`src/rtl/xc_pmul_seq_if.sv`:
```
// Operand/result handshake bundle for xc_pmul_seq. The master supplies packed
// operands and consumes results; the slave is the sequential multiplier.
interface xc_pmul_seq_if;
  logic        flush;
  logic        in_valid;
  logic        in_ready;
  logic [31:0] rs1;
  logic [31:0] rs2;
  logic        pw_32;
  logic        pw_16;
  logic        pw_8;
  logic        pw_4;
  logic        pw_2;
  logic        high;
  logic        carryless;
  logic        out_valid;
  logic        out_ready;
  logic [31:0] result;
  logic        busy;

  modport master (
    output flush, in_valid, rs1, rs2, pw_32, pw_16, pw_8, pw_4, pw_2,
           high, carryless, out_ready,
    input  in_ready, out_valid, result, busy
  );

  modport slave (
    input  flush, in_valid, rs1, rs2, pw_32, pw_16, pw_8, pw_4, pw_2,
           high, carryless, out_ready,
    output in_ready, out_valid, result, busy
  );
endinterface

```
`src/rtl/xc_pmul_seq.sv`:
```
// Sequential packed-SIMD multiplier: shift-and-add (or GF(2) shift-and-xor) over
// W-bit elements, RADIX multiplier bits per element per cycle, 2W-bit product slots.
module xc_pmul_seq #(
  parameter int RADIX = 1
) (
  input  logic         g_clk,
  input  logic         g_reset,
  xc_pmul_seq_if.slave bus
);

  typedef enum logic [1:0] {IDLE, BUSY, DONE} state_e;

  state_e      state_q,  state_d;
  logic [31:0] mc_q,     mc_d;
  logic [31:0] mul_q,    mul_d;
  logic [63:0] acc_q,    acc_d;
  logic [5:0]  cnt_q,    cnt_d;
  logic [4:0]  width_q,  width_d;
  logic        high_q,   high_d;
  logic        clmul_q,  clmul_d;
  logic        busy_q,   busy_d;
  logic [31:0] result_q, result_d;

  logic [4:0]       pw_in;
  logic             in_ready;
  logic             accept;
  logic [5:0]       cnt_load;
  logic [4:0][63:0] acc_step;
  logic [4:0][31:0] mul_step;
  logic [63:0]      acc_next;
  logic [31:0]      mul_next;

  // Bit k of a width vector selects element width 2<<k.
  assign pw_in = {bus.pw_32, bus.pw_16, bus.pw_8, bus.pw_4, bus.pw_2};

  assign in_ready      = !bus.flush && (state_q == IDLE || (state_q == DONE && bus.out_ready));
  assign accept        = bus.in_valid && in_ready;
  assign bus.in_ready  = in_ready;
  assign bus.out_valid = (state_q == DONE) && !bus.flush;
  assign bus.busy      = busy_q;
  assign bus.result    = result_q;

  // One iteration for every candidate width; the registered width picks one.
  for (genvar k = 0; k < 5; k++) begin : g_width
    localparam int W  = 2 << k;
    localparam int W2 = 2 * W;
    for (genvar i = 0; i < 32 / W; i++) begin : g_elem
      logic [W-1:0]       mc;
      logic [W+RADIX-1:0] hi_ext;
      logic [W+RADIX-1:0] pp0;
      logic [W+RADIX-1:0] pp1;
      logic [W+RADIX-1:0] sum;
      logic               b0;
      logic               b1;

      assign mc     = mc_q[W*i +: W];
      assign b0     = mul_q[W*i];
      assign b1     = (RADIX == 2) ? mul_q[W*i+1] : 1'b0;
      assign hi_ext = {{RADIX{1'b0}}, acc_q[W2*i+W +: W]};
      assign pp0    = b0 ? {{RADIX{1'b0}}, mc} : '0;
      assign pp1    = b1 ? ({{RADIX{1'b0}}, mc} << 1) : '0;
      // Upper half plus partial products fits in W+RADIX bits, so the slot never carries out.
      assign sum    = clmul_q ? (hi_ext ^ pp0 ^ pp1) : (hi_ext + pp0 + pp1);

      assign acc_step[k][W2*i +: W2] = W2'({sum, acc_q[W2*i +: W]} >> RADIX);
      assign mul_step[k][W*i +: W]   = mul_q[W*i +: W] >> RADIX;
    end
  end

  function automatic logic [31:0] extract(input logic [63:0] acc,
                                          input logic [4:0]  width,
                                          input logic        hi);
    logic [31:0] r;
    logic [5:0]  src;
    int          ew;
    r = '0;
    for (int k = 0; k < 5; k++) begin
      if (width[k]) begin
        ew = 2 << k;
        for (int b = 0; b < 32; b++) begin
          src  = 6'(((b >> (k + 1)) << (k + 2)) + (hi ? ew : 0) + (b & (ew - 1)));
          r[b] = acc[src];
        end
      end
    end
    return r;
  endfunction

  always_comb begin
    cnt_load = '0;
    acc_next = '0;
    mul_next = '0;
    for (int k = 0; k < 5; k++) begin
      if (pw_in[k])   cnt_load = 6'((2 << k) / RADIX);
      if (width_q[k]) begin
        acc_next = acc_step[k];
        mul_next = mul_step[k];
      end
    end
  end

  always_comb begin
    // NOTE: every _d starts from its _q so no branch below can leave a latch behind.
    state_d = state_q;
    mc_d    = mc_q;
    mul_d   = mul_q;
    acc_d   = acc_q;
    cnt_d   = cnt_q;
    width_d = width_q;
    high_d  = high_q;
    clmul_d = clmul_q;

    unique case (state_q)
      IDLE: ;
      BUSY: begin
        acc_d = acc_next;
        mul_d = mul_next;
        cnt_d = cnt_q - 6'd1;
        if (cnt_q == 6'd1) state_d = DONE;
      end
      DONE: if (bus.out_ready) state_d = IDLE;
      default: state_d = IDLE;
    endcase

    // Acceptance only happens from IDLE or a draining DONE, so it may override the above.
    if (accept) begin
      mc_d    = bus.rs1;
      mul_d   = bus.rs2;
      acc_d   = '0;
      high_d  = bus.high;
      clmul_d = bus.carryless;
      if ($onehot(pw_in)) begin
        width_d = pw_in;
        cnt_d   = cnt_load;
        state_d = BUSY;
      end else begin
        width_d = '0;
        cnt_d   = '0;
        state_d = DONE;
      end
    end

    if (bus.flush) begin
      state_d = IDLE;
      mc_d    = '0;
      mul_d   = '0;
      acc_d   = '0;
      cnt_d   = '0;
      width_d = '0;
    end

    busy_d   = (state_d != IDLE);
    result_d = (state_d == DONE) ? extract(acc_d, width_d, high_d) : '0;
  end

  always_ff @(posedge g_clk) begin
    // NOTE: non-blocking assignments so every flop samples the pre-edge values.
    if (g_reset) begin
      state_q  <= IDLE;
      mc_q     <= '0;
      mul_q    <= '0;
      acc_q    <= '0;
      cnt_q    <= '0;
      width_q  <= '0;
      high_q   <= 1'b0;
      clmul_q  <= 1'b0;
      busy_q   <= 1'b0;
      result_q <= '0;
    end else begin
      state_q  <= state_d;
      mc_q     <= mc_d;
      mul_q    <= mul_d;
      acc_q    <= acc_d;
      cnt_q    <= cnt_d;
      width_q  <= width_d;
      high_q   <= high_d;
      clmul_q  <= clmul_d;
      busy_q   <= busy_d;
      result_q <= result_d;
    end
  end

endmodule
```
`src/flat_wrapper.sv`:
```
// flat-port wrapper written by rule: the top's interface ports become plain ports
module xc_pmul_seq_flat 
#(
  parameter int RADIX = 1
)
  (g_clk, g_reset, bus_flush, bus_in_valid, bus_rs1, bus_rs2, bus_pw_32, bus_pw_16, bus_pw_8, bus_pw_4, bus_pw_2, bus_high, bus_carryless, bus_out_ready, bus_in_ready, bus_out_valid, bus_result, bus_busy);
  xc_pmul_seq_if bus_i ();
  input  logic g_clk;
  input  logic g_reset;
  input wire logic [$bits(bus_i.flush)-1:0] bus_flush;
  input wire logic [$bits(bus_i.in_valid)-1:0] bus_in_valid;
  input wire logic [$bits(bus_i.rs1)-1:0] bus_rs1;
  input wire logic [$bits(bus_i.rs2)-1:0] bus_rs2;
  input wire logic [$bits(bus_i.pw_32)-1:0] bus_pw_32;
  input wire logic [$bits(bus_i.pw_16)-1:0] bus_pw_16;
  input wire logic [$bits(bus_i.pw_8)-1:0] bus_pw_8;
  input wire logic [$bits(bus_i.pw_4)-1:0] bus_pw_4;
  input wire logic [$bits(bus_i.pw_2)-1:0] bus_pw_2;
  input wire logic [$bits(bus_i.high)-1:0] bus_high;
  input wire logic [$bits(bus_i.carryless)-1:0] bus_carryless;
  input wire logic [$bits(bus_i.out_ready)-1:0] bus_out_ready;
  output wire logic [$bits(bus_i.in_ready)-1:0] bus_in_ready;
  output wire logic [$bits(bus_i.out_valid)-1:0] bus_out_valid;
  output wire logic [$bits(bus_i.result)-1:0] bus_result;
  output wire logic [$bits(bus_i.busy)-1:0] bus_busy;
  assign bus_i.flush = bus_flush;
  assign bus_i.in_valid = bus_in_valid;
  assign bus_i.rs1 = bus_rs1;
  assign bus_i.rs2 = bus_rs2;
  assign bus_i.pw_32 = bus_pw_32;
  assign bus_i.pw_16 = bus_pw_16;
  assign bus_i.pw_8 = bus_pw_8;
  assign bus_i.pw_4 = bus_pw_4;
  assign bus_i.pw_2 = bus_pw_2;
  assign bus_i.high = bus_high;
  assign bus_i.carryless = bus_carryless;
  assign bus_i.out_ready = bus_out_ready;
  assign bus_in_ready = bus_i.in_ready;
  assign bus_out_valid = bus_i.out_valid;
  assign bus_result = bus_i.result;
  assign bus_busy = bus_i.busy;
  xc_pmul_seq #(.RADIX(RADIX)) u_core (.g_clk(g_clk), .g_reset(g_reset), .bus(bus_i));
endmodule
```
`config.mk`:
```
export PLATFORM = sky130hd
export DESIGN_NAME = xc_pmul_seq_flat
export DESIGN_NICKNAME = d
export VERILOG_FILES = /design/src/rtl/xc_pmul_seq_if.sv /design/src/rtl/xc_pmul_seq.sv /design/src/flat_wrapper.sv
export SDC_FILE = /design/constraint.sdc
export NUM_CORES = 1
export LEC_CHECK = 0
export ABC_AREA = 1
export ABC_CLOCK_PERIOD_IN_PS = 3700
export BUFFER_PORTS_ARGS = -buffer_cell sky130_fd_sc_hd__buf_2
export CAP_MARGIN = 30
export CORE_UTILIZATION = 45
export CTS_CLUSTER_DIAMETER = 100
export DETAILED_ROUTE_END_ITERATION = 10
export PLACE_DENSITY = 0.66
export SYNTH_ARGS = -nofsm -noshare
export SYNTH_HDL_FRONTEND = slang
export SYNTH_SLANG_ARGS = --single-unit
```
`constraint.sdc`:
```
create_clock -name g_clk -period 3.7 [get_ports g_clk]
set_input_delay 0.555 -clock g_clk [delete_from_list [all_inputs] [get_ports g_clk]]
set_output_delay 0.555 -clock g_clk [all_outputs]
set_load 0.005 [all_outputs]
```
==> flow_metrics.env, run 1 <==
export IMPL_status="complete, no violations"
export IMPL_switchingPower_uw=1500
export IMPL_drtPass1Iterations=7
export IMPL_cp_end_kind="flip-flop"
export IMPL_p_per_area_mw_per_mm2=221
export IMPL_cp_slowest_cell="dfxtp_2"
export IMPL_yosysWarnings=0
export IMPL_timing_rr_start="u_core.mul_q[0]"
export IMPL_path_cells="buf_12 -> buf_4 -> nand2_1 -> nand2_1 -> nand2_2 -> o21ai_0 -> a21oi_1 -> o21ai_0 -> nand3_1 -> nand2_1 -> nand2_1 -> nand2_1 -> nand2_1 -> nand3_1 -> nand2_1 -> a21oi_1 -> nand2_1 -> nand2_1 -> nand2_1 -> nand2_1 -> a21oi_1"
export IMPL_crit_arrival_ps=3780
export IMPL_placed_cells=3989
export IMPL_fmax_mhz=293
export IMPL_hp_start="bus_rs1[27]"
export IMPL_final_hold_viol_count=0
export IMPL_cts_resized=0
export IMPL_avgRoutedWirePerCell_um=21.3
export IMPL_ys_ff_latch=176
export IMPL_drc_errors=0
export IMPL_post_dp_hpwl_mm=66.6
export IMPL_crit_type="reg2reg"
export IMPL_postCtsSetupBuffers=0
export IMPL_cts_root_buf="clkbuf_16"
export IMPL_die_area_mm2=0.0437
export IMPL_ys_seq_area_frac=0.182
export IMPL_cts_buffer_depth=2
export IMPL_cts_buffers=17
export IMPL_yosysTopAreaCell="nand2_1"
export IMPL_ir_worst_vdd_v=0.000351
export IMPL_crit_path_max_incr_delay_ps=510
export IMPL_p_leak_uw=0.0108
export IMPL_rsz0062_at_grt="no"
export IMPL_clockPowerShare=0.410
export IMPL_clk_latency_ps=480
export IMPL_finalMaxSlewViolations=0
export IMPL_diodes=0
export IMPL_hold_class="in2reg"
export IMPL_clk_pin_slew_ps=80
export IMPL_max_cap_viol_count=0
export IMPL_grtUsageTotal=0.394
export IMPL_vias_per_cell=5.85
export IMPL_drive_gt1_frac=0.0885
export IMPL_die_y_um=209
export IMPL_comb_power_share=0.172
export IMPL_cp_required_ps=4070
export IMPL_ys_top_cells_by_count="nand2_1, inv_1, nand3_1"
export IMPL_fin_tns_setup_ps=0
export IMPL_power_total_uw=4700
export IMPL_antenna_found_initial=1
export IMPL_cts_hold_buf=0
export IMPL_cts_tree="yes"
export IMPL_crit_fanout=22
export IMPL_avgSynthCellArea_um2=5.66
export IMPL_fp_coreArea_mm2=0.0421
export IMPL_overflow=0
export IMPL_start_util=0.458
export IMPL_fin_crit_sh=0.921
export IMPL_postSynth_asyncResetShare=0
export IMPL_synth_edff_count=0
export IMPL_p_sw_frac=0.318
export IMPL_intPower_uw=3200
export IMPL_dr_first_iter_drc_count=2650
export IMPL_grt_met3_usage=0.0645
export IMPL_syn_inst=3410
export IMPL_grt_pass1_wl_mm=131
export IMPL_synth_area_top_cells="nand2_1, dfxtp_1, nand3_1"
export IMPL_yosysUniqueCellTypes=58
export IMPL_min_period_ps=3410
export IMPL_p_seq_frac=0.418
export IMPL_cpMostUsedCell="nand2_1"
export IMPL_finClkSkew_ps=14.0
export IMPL_grt_max_degree=73
export IMPL_final_fill_count=4631
export IMPL_crit_path_start_kind="flip-flop"
export IMPL_nets=3685
export IMPL_numPortBuffers=110
export IMPL_num_rows=75
export IMPL_area_delta_synth_final_pct=10.2
export IMPL_cts_sinks=176
export IMPL_synth_top_area_frac=0.213
export IMPL_globalRouteMet1Util=0.475
export IMPL_setup_violations_final=0
export IMPL_io_pins=111
export IMPL_die_w_um=209
export IMPL_relSlewSlack=0.405
export IMPL_layout_cells_non_filler=4021
export IMPL_vias=23500
export IMPL_tightest_slew_ps=893
export IMPL_wl_mm=85.7
export IMPL_synthFlopType="dfxtp_1"
export IMPL_place_area_mm2=0.0207
export IMPL_drtAntennaViolNets=0
export IMPL_crit_start="u_core.mul_q[0]"
export IMPL_synth_most_common_cell="nand2_1"
export IMPL_ctsHtreeMaxLevel=4
export IMPL_gp_congestion=1.03
export IMPL_mappedNetlistArea_mm2=0.0193
export IMPL_gr_usage_met2=0.622
export IMPL_syn_nets=3626
export IMPL_finish_instance_area_mm2=0.0213
export IMPL_grt_busiest_layer="met2"
export IMPL_grt_pass1_vias=22100
registers in the layout, indices dropped and copies added, names as in the netlist:
name and cells:
u_core.bus.result 32, u_core.cnt_q 6, u_core.acc_q 64, u_core.state_q 2, u_core.clmul_q 1, u_core.high_q 1, u_core.bus.busy 1, u_core.g_width.g_elem.mc 32
u_core.width_q 5, u_core.mul_q 32
cell families after synthesis:
logic type	share of synthesized area
mux	0.00104
compound gates	0.203
flops	0.182
fa+ha+maj	0.100
simple gates	0.389
buf+inv	0.119
xor+xnor	0.00544
cells in the final DEF, fill, tap and decap left out, types with 13 or more instances in the layout:
master / instances
o211ai_1: 54
clkbuf_16: 17
a221oi_1: 13
nor3_1: 15
ha_1: 116
a31oi_1: 38
buf_4: 76
nand3_1: 333
inv_1: 416
fa_1: 24
nand4_1: 23
o21ai_0: 161
buf_2: 110
nand2_1: 1095
o221ai_1: 17
nor2_1: 288
dfxtp_1: 173
nand2_2: 16
nor2_2: 14
a21oi_1: 299
worst max-delay path, delay by kind of cell (launching register included):
kind,cells,cell delay (ps)
simple gates,14,1260
buf+inv,2,470
flops,1,510
compound gates,5,1040
power groups by stage:
stage / logic (uW) / registers [uW] / clock network (uW)
2_1_floorplan: 474 / 1980 / 0
3_3_place_gp: 779 / 2010 / 0
3_5_place_dp: 779 / 2010 / 0
4_1_cts: 783 / 1960 / 1940
5_1_grt: 868 / 1970 / 2010
6_report: 808 / 1970 / 1920
worst paths after layout:
kind	to	slack (ps)	cells after the start
worst max-delay path	u_core.bus.result[30]	290	21
worst min-delay path	u_core.g_width[4].g_elem[0].mc[27]	320	3
worst max register to register	u_core.bus.result[30]	290	21
worst min register to register	u_core.mul_q[31]	470	2
metal layers:
| layer | vias up | wire length, um |
|---|---|---|
| li1 | 11300 | - |
| met2 | 1204 | 37800 |
| met5 | - | 0 |
| met4 | 0 | 7660 |
| met3 | 350 | 7300 |
| met1 | 10700 | 32900 |
through the flow:
stage / hold WS (ps) / util / setup WS, ps
final: 324 / 0.505 / 291
after detailed placement: 463 / 0.491 / -3.25
after global placement: 455 / 0.491 / 45.2
after global routing: 326 / 0.505 / 0.667
after CTS: 307 / 0.505 / 411
after floorplan: 442 / - / 517
area by class of cell:
cell class | count | area, um2 | share of cell area
Clock buffer | 20 | 467 | 0.0219
Clock inverter | 12 | 131 | 0.00617
Inverter | 433 | 1630 | 0.0765
Multi-Input combinational cell | 2644 | 13500 | 0.635
Sequential cell | 176 | 3530 | 0.166
Tap cell | 539 | 674 | 0.0317
Timing Repair Buffer | 197 | 1340 | 0.0630
Power figures use the tool's default switching activity.
==> run 2: changes to the inputs <==
CAP_MARGIN = unset   (was 30)
CTS_BUF_LIST = sky130_fd_sc_hd__clkbuf_2 sky130_fd_sc_hd__clkbuf_4 sky130_fd_sc_hd__clkbuf_8   (was unset)
==> run 2 against run 1 <==
  * Global-route usage about the same
  * Via count increased by 0.28%
  * Sequential power about the same
  * Critical path type unchanged
==> flow_metrics.env, run 2 (synthesized netlist as in run 1, its figures left out) <==
export IMPL_fp_coreArea_mm2=0.0421
export IMPL_cts_tree="yes"
export IMPL_ctsHtreeMaxLevel=4
export IMPL_die_y_um=209
export IMPL_cp_required_ps=4170
export IMPL_comb_power_share=0.190
export IMPL_dr_first_iter_drc_count=2697
export IMPL_vias=23600
export IMPL_tightest_slew_ps=903
export IMPL_final_fill_count=4655
export IMPL_finalMaxSlewViolations=0
export IMPL_numPortBuffers=110
export IMPL_switchingPower_uw=1440
export IMPL_diodes=0
export IMPL_ir_worst_vdd_v=0.000243
export IMPL_drive_gt1_frac=0.0885
export IMPL_cts_root_buf="clkbuf_8"
export IMPL_crit_arrival_ps=3900
export IMPL_relSlewSlack=0.398
export IMPL_cpMostUsedCell="nand2_1"
export IMPL_drtPass1Iterations=7
export IMPL_crit_fanout=22
export IMPL_intPower_uw=2810
export IMPL_final_hold_viol_count=0
export IMPL_fin_crit_sh=0.929
export IMPL_postCtsSetupBuffers=0
export IMPL_crit_path_max_incr_delay_ps=530
export IMPL_grt_pass1_vias=22100
export IMPL_grtUsageTotal=0.394
export IMPL_antenna_found_initial=2
export IMPL_p_seq_frac=0.463
export IMPL_start_util=0.458
export IMPL_area_delta_synth_final_pct=9.25
export IMPL_placed_cells=3989
export IMPL_drc_errors=0
export IMPL_status="complete, no violations"
export IMPL_max_cap_viol_count=0
export IMPL_path_cells="buf_12 -> buf_4 -> nand2_2 -> nand2_1 -> nand2_1 -> nor2_1 -> nand2_1 -> inv_1 -> nand2_1 -> nand2_1 -> nand2_1 -> nand2_1 -> nand2_1 -> nand3_1 -> nand3_1 -> nand2_1 -> nand2_1 -> nand2_1 -> nor2_1 -> o21ai_0 -> nand3_1 -> nand2_1 -> inv_1"
export IMPL_finClkSkew_ps=15.4
export IMPL_hold_class="in2reg"
export IMPL_gp_congestion=1.03
export IMPL_num_rows=75
export IMPL_p_leak_uw=0.0108
export IMPL_largest_reg_flops=64
export IMPL_avgRoutedWirePerCell_um=21.3
export IMPL_grt_max_degree=73
export IMPL_grt_pass1_wl_mm=131
export IMPL_io_pins=111
export IMPL_regMostFlops="u_core.acc_q"
export IMPL_crit_path_start_kind="flip-flop"
export IMPL_final_cell_mix="nand2_1, inv_1, nand3_1, a21oi_1, nor2_1"
export IMPL_cts_sinks=176
export IMPL_p_sw_frac=0.339
export IMPL_cts_buffer_depth=2
export IMPL_power_total_uw=4250
export IMPL_cts_resized=0
export IMPL_drtAntennaViolNets=0
export IMPL_die_area_mm2=0.0437
export IMPL_post_dp_hpwl_mm=66.6
export IMPL_final_common_cell="nand2_1"
export IMPL_clk_latency_ps=550
export IMPL_min_period_ps=3440
export IMPL_p_per_area_mw_per_mm2=201
export IMPL_wl_mm=85.7
export IMPL_cp_end_kind="flip-flop"
export IMPL_clk_pin_slew_ps=110
export IMPL_layout_cells_non_filler=4021
export IMPL_die_w_um=209
export IMPL_rsz0062_at_grt="no"
export IMPL_cts_hold_buf=0
export IMPL_fmax_mhz=291
export IMPL_setup_violations_final=0
export IMPL_nets=3685
export IMPL_cp_slowest_cell="dfxtp_2"
export IMPL_fin_hold_ws_ps=249
export IMPL_cts_buffers=17
export IMPL_clockPowerShare=0.347
export IMPL_crit_type="reg2reg"
export IMPL_vias_per_cell=5.86
export IMPL_fin_tns_setup_ps=0
export IMPL_overflow=0
-- run 2: changes by cell type in the layout (fill, tap and decap cells not counted) --
cell | before | now
clkbuf_16 | 17 | 0
clkbuf_8 | 3 | 20
-- run 2: routing by layer --
layer	wire, um	GRT usage
met1	33000	0.475
met3	7400	0.0655
met5	0	0
met4	7520	0.310
met2	37800	0.624
-- run 2: path summary, 6_finish.rpt --
check / slack (ps) / to / startpoint / cells after the start
hold reg to reg: 470 / u_core.mul_q[31] / u_core.mul_q[31] / 2
setup reg to reg: 260 / u_core.bus.result[20] / u_core.mul_q[0] / 23
setup / recovery: 260 / u_core.bus.result[20] / u_core.mul_q[0] / 23
hold / removal: 250 / u_core.g_width[4].g_elem[0].mc[2] / bus_rs1[2] / 3
-- run 2: final cells by class --
cell class	count	area [um2]	share of cell area
Clock buffer	20	275	0.0130
Clock inverter	12	131	0.00623
Inverter	433	1630	0.0772
Multi-Input combinational cell	2644	13500	0.641
Sequential cell	176	3530	0.167
Tap cell	539	674	0.0320
Timing Repair Buffer	197	1340	0.0636
-- run 2: through the flow --
step	cell area, um2	worst slack (ps)	utilization
after CTS	21100	410	0.501
after floorplan	19300	517	-
after global placement	20700	45.2	0.491
final	21100	264	0.501
after detailed placement	20700	-3.25	0.491
after global routing	21100	3.28	0.501
-- run 2: critical path, delay by kind of cell, from the launching register on --
family,cells,cell delay [ps]
AOI/OAI and AO/OA,1,170
and+or+nand+nor,18,2040
buffers and inverters,4,600
DFF,1,530
-- run 2: power by group through the flow --
stage          Combinational (uW)  Clock (uW)  Sequential (uW)
2_1_floorplan                 474           0             1980
3_3_place_gp                  779           0             2010
3_5_place_dp                  779           0             2010
4_1_cts                       783        1490             1960
5_1_grt                       869        1560             1970
6_report                      809        1470             1970
